--- src/rtl/nem_ohmux_sel_ctrl_pkg.sv ---
// Shared types, timing defaults and helpers for the NEM-relay select sequencer.
package nem_relay_pkg;

    typedef enum logic [1:0] {
        IDLE,
        BREAK,
        MAKE
    } nem_state_e;

    localparam int NEM_BREAK_CYCLES_DEF = 3;
    localparam int NEM_MAKE_CYCLES_DEF  = 4;
    localparam int NEM_MAX_IN           = 16;

    // One-hot decode of idx over the maximum bank width; bits at or above n stay low.
    function automatic logic [NEM_MAX_IN-1:0] onehot(input logic [3:0] idx, input int n);
        logic [NEM_MAX_IN-1:0] oh;
        oh = '0;
        for (int k = 0; k < NEM_MAX_IN; k++) begin
            if (k < n && int'(idx) == k) oh[k] = 1'b1;
        end
        return oh;
    endfunction

endpackage

--- src/rtl/nem_ohmux_sel_ctrl_if.sv ---
// Request handshake and select-bus signals between upstream, the sequencer and the relay bank.
interface nem_ohmux_sel_ctrl_if #(
    parameter int N_IN = 2
) ();
    localparam int SEL_W = $clog2(N_IN);

    logic             req_valid;
    logic [SEL_W-1:0] req_sel;
    logic             req_ready;
    logic [N_IN-1:0]  S;
    logic             sel_valid;
    logic [SEL_W-1:0] sel_cur;
    logic             done;
    logic             err;

    modport master (
        output req_valid, req_sel,
        input  req_ready, S, sel_valid, sel_cur, done, err
    );

    modport slave (
        input  req_valid, req_sel,
        output req_ready, S, sel_valid, sel_cur, done, err
    );
endinterface

--- src/rtl/nem_ohmux_sel_ctrl_settle_timer.sv ---
// Load/decrement settle counter shared by the BREAK and MAKE phases; saturates at zero.
module nem_settle_timer #(
    parameter int CNT_W = 3
) (
    input  logic             clk,
    input  logic             reset,
    input  logic             load_i,
    input  logic [CNT_W-1:0] load_val_i,
    input  logic             dec_i,
    output logic             zero_o
);
    logic [CNT_W-1:0] cnt_q;

    // NOTE: sequential state uses non-blocking assignments so every flop samples pre-edge values.
    always_ff @(posedge clk) begin
        if (reset) begin
            cnt_q <= '0;
        end else if (load_i) begin
            cnt_q <= load_val_i;
        end else if (dec_i && cnt_q != '0) begin
            cnt_q <= cnt_q - 1'b1;
        end
    end

    assign zero_o = (cnt_q == '0);
endmodule

--- src/rtl/nem_ohmux_sel_ctrl.sv ---
// Break-before-make sequencer for the one-hot select lines of an inverting NEM-relay mux bank.
module nem_ohmux_sel_ctrl
    import nem_relay_pkg::*;
#(
    parameter int N_IN         = 2,
    parameter int BREAK_CYCLES = NEM_BREAK_CYCLES_DEF,
    parameter int MAKE_CYCLES  = NEM_MAKE_CYCLES_DEF
) (
    input  logic                  clk,
    input  logic                  reset,
    nem_ohmux_sel_ctrl_if.slave   bus
);
    localparam int SEL_W   = $clog2(N_IN);
    localparam int MAX_CYC = (BREAK_CYCLES > MAKE_CYCLES) ? BREAK_CYCLES : MAKE_CYCLES;
    localparam int CNT_W   = $clog2(MAX_CYC + 1);
    localparam logic [CNT_W-1:0] BREAK_LOAD = CNT_W'(BREAK_CYCLES - 1);
    localparam logic [CNT_W-1:0] MAKE_LOAD  = CNT_W'(MAKE_CYCLES - 1);

    nem_state_e       state_q;
    logic [N_IN-1:0]  s_q;
    logic             sel_valid_q;
    logic [SEL_W-1:0] sel_cur_q;
    logic [SEL_W-1:0] target_q;
    logic             done_q;
    logic             err_q;

    logic                  req_ready;
    logic                  accept;
    logic                  sel_oob;
    logic                  fast_path;
    logic                  start_break;
    logic                  tmr_zero;
    logic                  tmr_load;
    logic [CNT_W-1:0]      tmr_load_val;
    logic [NEM_MAX_IN-1:0] target_oh;

    assign req_ready   = (state_q == IDLE) && !reset;
    assign accept      = bus.req_valid && req_ready;
    assign sel_oob     = (32'(bus.req_sel) >= N_IN);
    assign fast_path   = sel_valid_q && (bus.req_sel == sel_cur_q);
    assign start_break = accept && !sel_oob && !fast_path;
    assign target_oh   = onehot(4'(target_q), N_IN);

    // The timer is reloaded at the start of each phase and counts down while busy.
    assign tmr_load     = start_break || (state_q == BREAK && tmr_zero);
    assign tmr_load_val = start_break ? BREAK_LOAD : MAKE_LOAD;

    nem_settle_timer #(.CNT_W(CNT_W)) u_timer (
        .clk        (clk),
        .reset      (reset),
        .load_i     (tmr_load),
        .load_val_i (tmr_load_val),
        .dec_i      (state_q != IDLE),
        .zero_o     (tmr_zero)
    );

    always_ff @(posedge clk) begin
        if (reset) begin
            state_q     <= IDLE;
            s_q         <= '0;
            sel_valid_q <= 1'b0;
            sel_cur_q   <= '0;
            target_q    <= '0;
            done_q      <= 1'b0;
            err_q       <= 1'b0;
        end else begin
            done_q <= 1'b0;
            err_q  <= 1'b0;
            unique case (state_q)
                IDLE: begin
                    if (accept && sel_oob) begin
                        err_q <= 1'b1;
                    end else if (accept && fast_path) begin
                        done_q <= 1'b1;
                    end else if (start_break) begin
                        target_q    <= bus.req_sel;
                        s_q         <= '0;
                        sel_valid_q <= 1'b0;
                        state_q     <= BREAK;
                    end
                end
                BREAK: begin
                    if (tmr_zero) begin
                        s_q       <= target_oh[N_IN-1:0];
                        sel_cur_q <= target_q;
                        state_q   <= MAKE;
                    end
                end
                MAKE: begin
                    if (tmr_zero) begin
                        sel_valid_q <= 1'b1;
                        done_q      <= 1'b1;
                        state_q     <= IDLE;
                    end
                end
                default: state_q <= IDLE;
            endcase
        end
    end

    assign bus.req_ready = req_ready;
    assign bus.S         = s_q;
    assign bus.sel_valid = sel_valid_q;
    assign bus.sel_cur   = sel_cur_q;
    assign bus.done      = done_q;
    assign bus.err       = err_q;
endmodule

--- src/flat_wrapper.sv ---
// flat-port wrapper written by rule: the top's interface ports become plain ports
module nem_ohmux_sel_ctrl_flat import nem_relay_pkg::*;
#(
    parameter int N_IN         = 2,
    parameter int BREAK_CYCLES = NEM_BREAK_CYCLES_DEF,
    parameter int MAKE_CYCLES  = NEM_MAKE_CYCLES_DEF
)
  (clk, reset, bus_req_valid, bus_req_sel, bus_req_ready, bus_S, bus_sel_valid, bus_sel_cur, bus_done, bus_err);
  nem_ohmux_sel_ctrl_if #(.N_IN(N_IN)) bus_i ();
  input  logic clk;
  input  logic reset;
  input wire logic [$bits(bus_i.req_valid)-1:0] bus_req_valid;
  input wire logic [$bits(bus_i.req_sel)-1:0] bus_req_sel;
  output wire logic [$bits(bus_i.req_ready)-1:0] bus_req_ready;
  output wire logic [$bits(bus_i.S)-1:0] bus_S;
  output wire logic [$bits(bus_i.sel_valid)-1:0] bus_sel_valid;
  output wire logic [$bits(bus_i.sel_cur)-1:0] bus_sel_cur;
  output wire logic [$bits(bus_i.done)-1:0] bus_done;
  output wire logic [$bits(bus_i.err)-1:0] bus_err;
  assign bus_i.req_valid = bus_req_valid;
  assign bus_i.req_sel = bus_req_sel;
  assign bus_req_ready = bus_i.req_ready;
  assign bus_S = bus_i.S;
  assign bus_sel_valid = bus_i.sel_valid;
  assign bus_sel_cur = bus_i.sel_cur;
  assign bus_done = bus_i.done;
  assign bus_err = bus_i.err;
  nem_ohmux_sel_ctrl #(.N_IN(N_IN), .BREAK_CYCLES(BREAK_CYCLES), .MAKE_CYCLES(MAKE_CYCLES)) u_core (.clk(clk), .reset(reset), .bus(bus_i));
endmodule
--- config.mk ---
export PLATFORM = sky130hd
export DESIGN_NAME = nem_ohmux_sel_ctrl_flat
export DESIGN_NICKNAME = d
export VERILOG_FILES = /design/src/rtl/nem_ohmux_sel_ctrl_pkg.sv /design/src/rtl/nem_ohmux_sel_ctrl_if.sv /design/src/rtl/nem_ohmux_sel_ctrl_settle_timer.sv /design/src/rtl/nem_ohmux_sel_ctrl.sv /design/src/flat_wrapper.sv
export SDC_FILE = /design/constraint.sdc
export NUM_CORES = 1
export LEC_CHECK = 0
export CAP_MARGIN = 20
export CELL_PAD_IN_SITES_DETAIL_PLACEMENT = 0
export CELL_PAD_IN_SITES_GLOBAL_PLACEMENT = 1
export CORE_UTILIZATION = 35
export CTS_CLUSTER_SIZE = 25
export DETAILED_ROUTE_END_ITERATION = 12
export DONT_BUFFER_PORTS = 1
export HOLD_SLACK_MARGIN = 0.1
export PLACE_DENSITY = 0.69
export SYNTH_ARGS = -nofsm -noshare
export SYNTH_HDL_FRONTEND = slang
export SYNTH_SLANG_ARGS = --single-unit
export TNS_END_PERCENT = 20
--- constraint.sdc ---
create_clock -name clk -period 1.65 [get_ports clk]
set_input_delay 0.165 -clock clk [delete_from_list [all_inputs] [get_ports clk]]
set_output_delay 0.165 -clock clk [all_outputs]
set_load 0.03 [all_outputs]
Word-level counts from Yosys, hierarchy flattened
Cells that the tools add are included.
W data, S select, Z words.
- bits in latches: 0
- output and inout port bits: 7
- memory bits (writable): 0
- memories: 0
- logic and storage cells: 59
- input bits: 4
- ROM bits: 0
- flip-flop bits (word level): 11
- eq/ne operators: 7
- add/sub/neg operators: 1
- order comparisons: 0
- bitwise operators: 1
- muxes and demuxes: 21
- reduce and logical (&&, ||, !) cells: 22
- div/mod/pow operators: 0
- shifts and indexed selects: 0
- $mul: 0
- operators with widths (cell ; count):
    $mux W2 ; 7
    $reduce_and A4 Y1 ; 3
    $mux W1 ; 8
    $reduce_bool A2 Y1 ; 4
    $logic_and A1 B1 Y1 ; 7
    $mux W3 ; 2
    $ne A2 B1 Y1 const B ; 3
    $pmux W2 S3 ; 1
    $pmux W1 S2 ; 2
    $pmux W2 S2 ; 1
    $logic_not A3 Y1 ; 1
    $reduce_and A3 Y1 ; 1
    $reduce_bool A3 Y1 ; 1
    $sub A3 B1 Y3 const B ; 1
    $eq A2 B1 Y1 const B ; 1
    $eq A2 B2 Y1 const B ; 1
    $logic_not A1 Y1 ; 2
    $logic_not A2 Y1 ; 1
    $ne A2 B2 Y1 const B ; 1
    $reduce_and A2 Y1 ; 1
    $eq A1 B1 Y1 ; 1
    $logic_or A1 B1 Y1 ; 1
    $not A1 Y1 ; 1

Depth between registers and ports, before layout
- depth in word-level cells: 7
- depth in mapped cells: 6
- mapped depth without buffers: 6

Modules after synthesis
Synthesis repeated with hierarchy kept, for this count alone.
- cells, all modules: 68
- area, all modules: 584.3 um^2
- by module, submodules not included (module ; area each (um^2) ; times used ; cells each):
    nem_ohmux_sel_ctrl ; 401.6 ; 1 ; 47
    nem_settle_timer ; 182.7 ; 1 ; 21

Worst setup path before layout
No wires, ideal clock.
- path type: reg2reg
- start: reg u_core.u_timer.cnt_q[0]
- end: reg u_core.u_timer.cnt_q[0]
- data required time: 1547 ps
- cell stages (with the launch flop): 6
- buffers on the path: 0
- setup slack: 266 ps
- arrival: 1280 ps
- path through: dfxtp_1 > inv_1 > ha_1 > nor2b_1 > nor3_1 > a2111oi_2
- cells in the longest elaborated chain, start to end: 4
- ends and longest elaborated chain (item ; RTL line ; RTL):
    start, declared ; nem_ohmux_sel_ctrl_settle_timer.sv:12 ; logic [CNT_W-1:0] cnt_q;
    start signal, assigned ; nem_ohmux_sel_ctrl_settle_timer.sv:19 ; cnt_q <= load_val_i;
    start signal, assigned ; nem_ohmux_sel_ctrl_settle_timer.sv:21 ; cnt_q <= cnt_q - 1'b1;
    branches (longest 4 deep; another with $sub A3 B1 Y3) ; -- ;
Parallel ways; which one is timed is not known. The select of a mux whose other input is x is not followed.
A chain may end at the register's enable or synchronous reset.

Final worst setup path
Ends and elaborated chain as after synthesis.

==> metrics.log <==
INFO  metric outcome = complete, no violations
INFO  metric gr-total-overflow = 0
INFO  metric seq_area = 220.2 um^2
INFO  metric cts_tree = built
INFO  metric totalNegativeSetupSlack = 0 ps
INFO  metric power.density_cell_area = 931.7 mW/mm^2
INFO  metric grt_start_max_net_pins = 12
INFO  metric area_growth = 15.70%
INFO  metric globalplace.congestion = 0.6766
INFO  metric antenna-diode-count = 0
INFO  metric h-tree-depth = 1
INFO  metric synth_enable_flop_cells = 0
INFO  metric slew_violations = 0
INFO  metric synth_area_per_cell = 8.858 um^2
INFO  metric first_global_vias = 457
INFO  metric cts_sinks = 11
INFO  metric groute.layer.met2.usage = 20.94%
INFO  metric busiest_layer = met1
INFO  metric vias_after_detailed_routing = 455
INFO  metric worstSkewPairLatency = 270 ps
INFO  metric totalPowerFinal = 0.0006015 W
INFO  metric drive_above_1_share = 23.94%
INFO  metric synth_seq_area_share = 39.46%
INFO  metric post-place-ws = 81.82 ps
INFO  metric register_to_register_path_depth = 5
INFO  metric timing.critical_path.from_type = register
INFO  metric fin_worst_skew = 5.245 ps
INFO  metric place_hpwl = 787.4 um
INFO  metric ys_types = 28
INFO  metric yosys_warns = 0
INFO  metric timing.setup.critical_path_class = register to register
INFO  metric global_route.usage.total = 15.61%
INFO  metric initialDrtViolationCount = 7
INFO  metric timing.critical_path.required = 1820 ps
INFO  metric port_buffers = 0
INFO  metric avgViaCountPerCell = 5.230
INFO  metric layout_min_cycle_time = 1435 ps
INFO  metric worstHoldPathCells = 3
INFO  metric postRouteAntennaNets = 0
INFO  metric ys_dominant_reg_cell = dfxtp_1
INFO  metric static-leakage-power = 0.2311 nW
INFO  metric antenna_violations_before_repair = 0
INFO  metric fillerInstances = 157
INFO  metric initial_standard_cell_utilization_of_the_core = 37.48%
INFO  metric die_w = 41.93 um
INFO  metric achievable-frequency = 0.6967 GHz
INFO  metric arrival = 1610 ps
INFO  metric syn-num-nets = 69
INFO  metric detail_route.wirelength = 1.119 mm
INFO  metric crit_fanout = 7
INFO  metric drt_drc_violations_left = 0
INFO  metric multiInputGateArea = 306.5 um^2
INFO  metric clock_tree.root_cell = clkbuf_4
INFO  metric finalSetupViolations = 0
INFO  metric min_period_over_period = 87.00%
INFO  metric cts-buffers-inserted = 3
INFO  metric grt_setup_unrepaired = no
INFO  metric synth.ff_latch_count = 11
INFO  metric cp-end-kind = register
INFO  metric first_pass_grt_wire_length = 2.007 mm
INFO  metric async_reset_ff_share = 0%
INFO  metric detail_route.first_pass.iterations = 4
INFO  metric peakVddDrop = 0.4240 mV
INFO  metric nNetsFinal = 78
INFO  metric hold_class = primary input to register
INFO  metric fp-row-count = 14
INFO  metric post_synth_instance_area = 558.0 um^2
INFO  metric cts_max_path_buffers = 2
INFO  metric use_met3 = 6.522%
INFO  metric final_critical_path_setup_slack = 214.6 ps
INFO  metric syn_inst = 63
INFO  metric post_cts_clock_slew_at_the_launch_and_capture_registers_of_the_worst_setup_and_hold_paths = 70 ps
INFO  metric dieArea = 0.001758 mm^2
INFO  metric core_area = 0.001489 mm^2
INFO  metric grt_util_met1 = 21.25%
INFO  metric die-height = 41.93 um
INFO  metric timing.final.hold_violations = 0
INFO  metric ios = 11
INFO  metric max_cap_viol = 0
INFO  metric drt-wirelength-per-cell = 12.86 um
## synth_stat cells (2+ instances only)
cell type | number | area, um^2
a21oi_1 | 7 | 35.03
dfxtp_1 | 11 | 220.2
nor2_1 | 5 | 18.77
nand2_1 | 3 | 11.26
buf_4 | 2 | 15.01
inv_1 | 3 | 11.26
nor2b_1 | 3 | 18.77
nor3_1 | 5 | 25.02
a31oi_1 | 3 | 18.77
o21ai_0 | 2 | 10.01
ha_1 | 2 | 25.02
## sequential cells by signal, summed over array words and instances, names as in the netlist
| signal | flops |
|---|---|
| u_core.bus.S | 2 |
| u_core.bus.done | 1 |
| u_core.bus.sel_cur | 1 |
| u_core.bus.sel_valid | 1 |
| u_core.state_q | 2 |
| u_core.target_q | 1 |
| u_core.u_timer.cnt_q | 3 |
## metrics by stage
stage,instance area [um^2],hold slack [ps],std cells,utilization [%]
floorplan,558.0,234.5,63,-
global placement,596.8,237.4,81,40.08
detailed placement,596.8,238.7,81,40.08
CTS,643.1,257.8,87,43.19
global route,645.6,278.9,87,43.36
finish,645.6,255.9,87,43.36
## path summary, 6_finish.rpt
kind,from,end,slack (ps)
setup / recovery,u_core.u_timer.cnt_q[0],u_core.u_timer.cnt_q[0],210
hold / removal,bus_req_valid,u_core.bus.done,260
setup reg to reg,u_core.u_timer.cnt_q[0],u_core.u_timer.cnt_q[0],210
hold reg to reg,u_core.target_q,u_core.target_q,490
## per-layer routing
layer	vias to the layer above	part of all wire [%]
met2	10	44
met1	201	48
li1	240	-
met4	0	2.2
met5	-	0
met3	4	5.5
## worst max-delay path, stage by stage (launching register included)
cell,delay [ps]
dfxtp_1,300
inv_1,120
ha_1,230
nor2b_2,290
nor3_1,90
a2111oi_2,310
## layout by cell type, fill, tap and decap left out
master	Yosys	routed
nor2b_1	3	2
a32oi_1	1	1
clkbuf_1	1	1
nor4_2	1	1
nor2_1	5	5
inv_2	1	1
nand4bb_1	1	1
ha_1	2	2
a2111oi_2	1	1
buf_4	2	5
nor2_2	1	1
xnor2_1	1	1
inv_1	3	3
nor3_1	5	5
nor2b_2	0	1
dlygate4sd3_1	0	2
nor4_1	1	1
nor3b_2	1	1
a31oi_1	3	3
nor4b_2	1	1
nand2b_1	1	1
a22oi_1	1	1
a21oi_1	7	7
o21ai_0	2	2
clkbuf_4	0	3
a21bo_2	1	1
or3_1	1	1
a21boi_2	1	1
nand2_1	3	3
conb_1	1	1
dfxtp_1	11	11
## logic make-up (layout without fill, tap and decap cells)
family,after synthesis,in the layout,synth area share (%)
compound gates,17,17,20.85
xor+xnor,1,1,1.570
fa+ha+maj,2,2,4.484
buf+inv,7,15,6.052
flops,11,11,39.46
other cells,1,1,0.6720
simple gates,24,24,26.91
## cell type report
| cell class | count | area share, % |
|---|---|---|
| timing repair buffer | 7 | 8.915 |
| clock buffer | 4 | 4.070 |
| inverter | 4 | 2.326 |
| sequential | 11 | 34.11 |
| tap | 16 | 3.101 |
| multi-input combinational | 45 | 47.48 |
## power by group
group / switching, W / leakage, nW / internal, W / total (W)
logic: 0.0000750 / 0.127 / 0.0000499 / 0.000125
registers: 0.0000152 / 0.0894 / 0.000279 / 0.000295
clock network: 0.0000884 / 0.0150 / 0.0000937 / 0.000182
total: 0.000179 / 0.231 / 0.000423 / 0.000602
## what timing repair did
action | CTS | global route
buffers inserted | 0 | 0
setup endpoints to repair | 0 | 2
hold endpoints to repair | 11 | 0
hold buffers | 2 | 0
resized for setup | 0 | 1
Note: power is estimated with default switching activity, not from simulation.
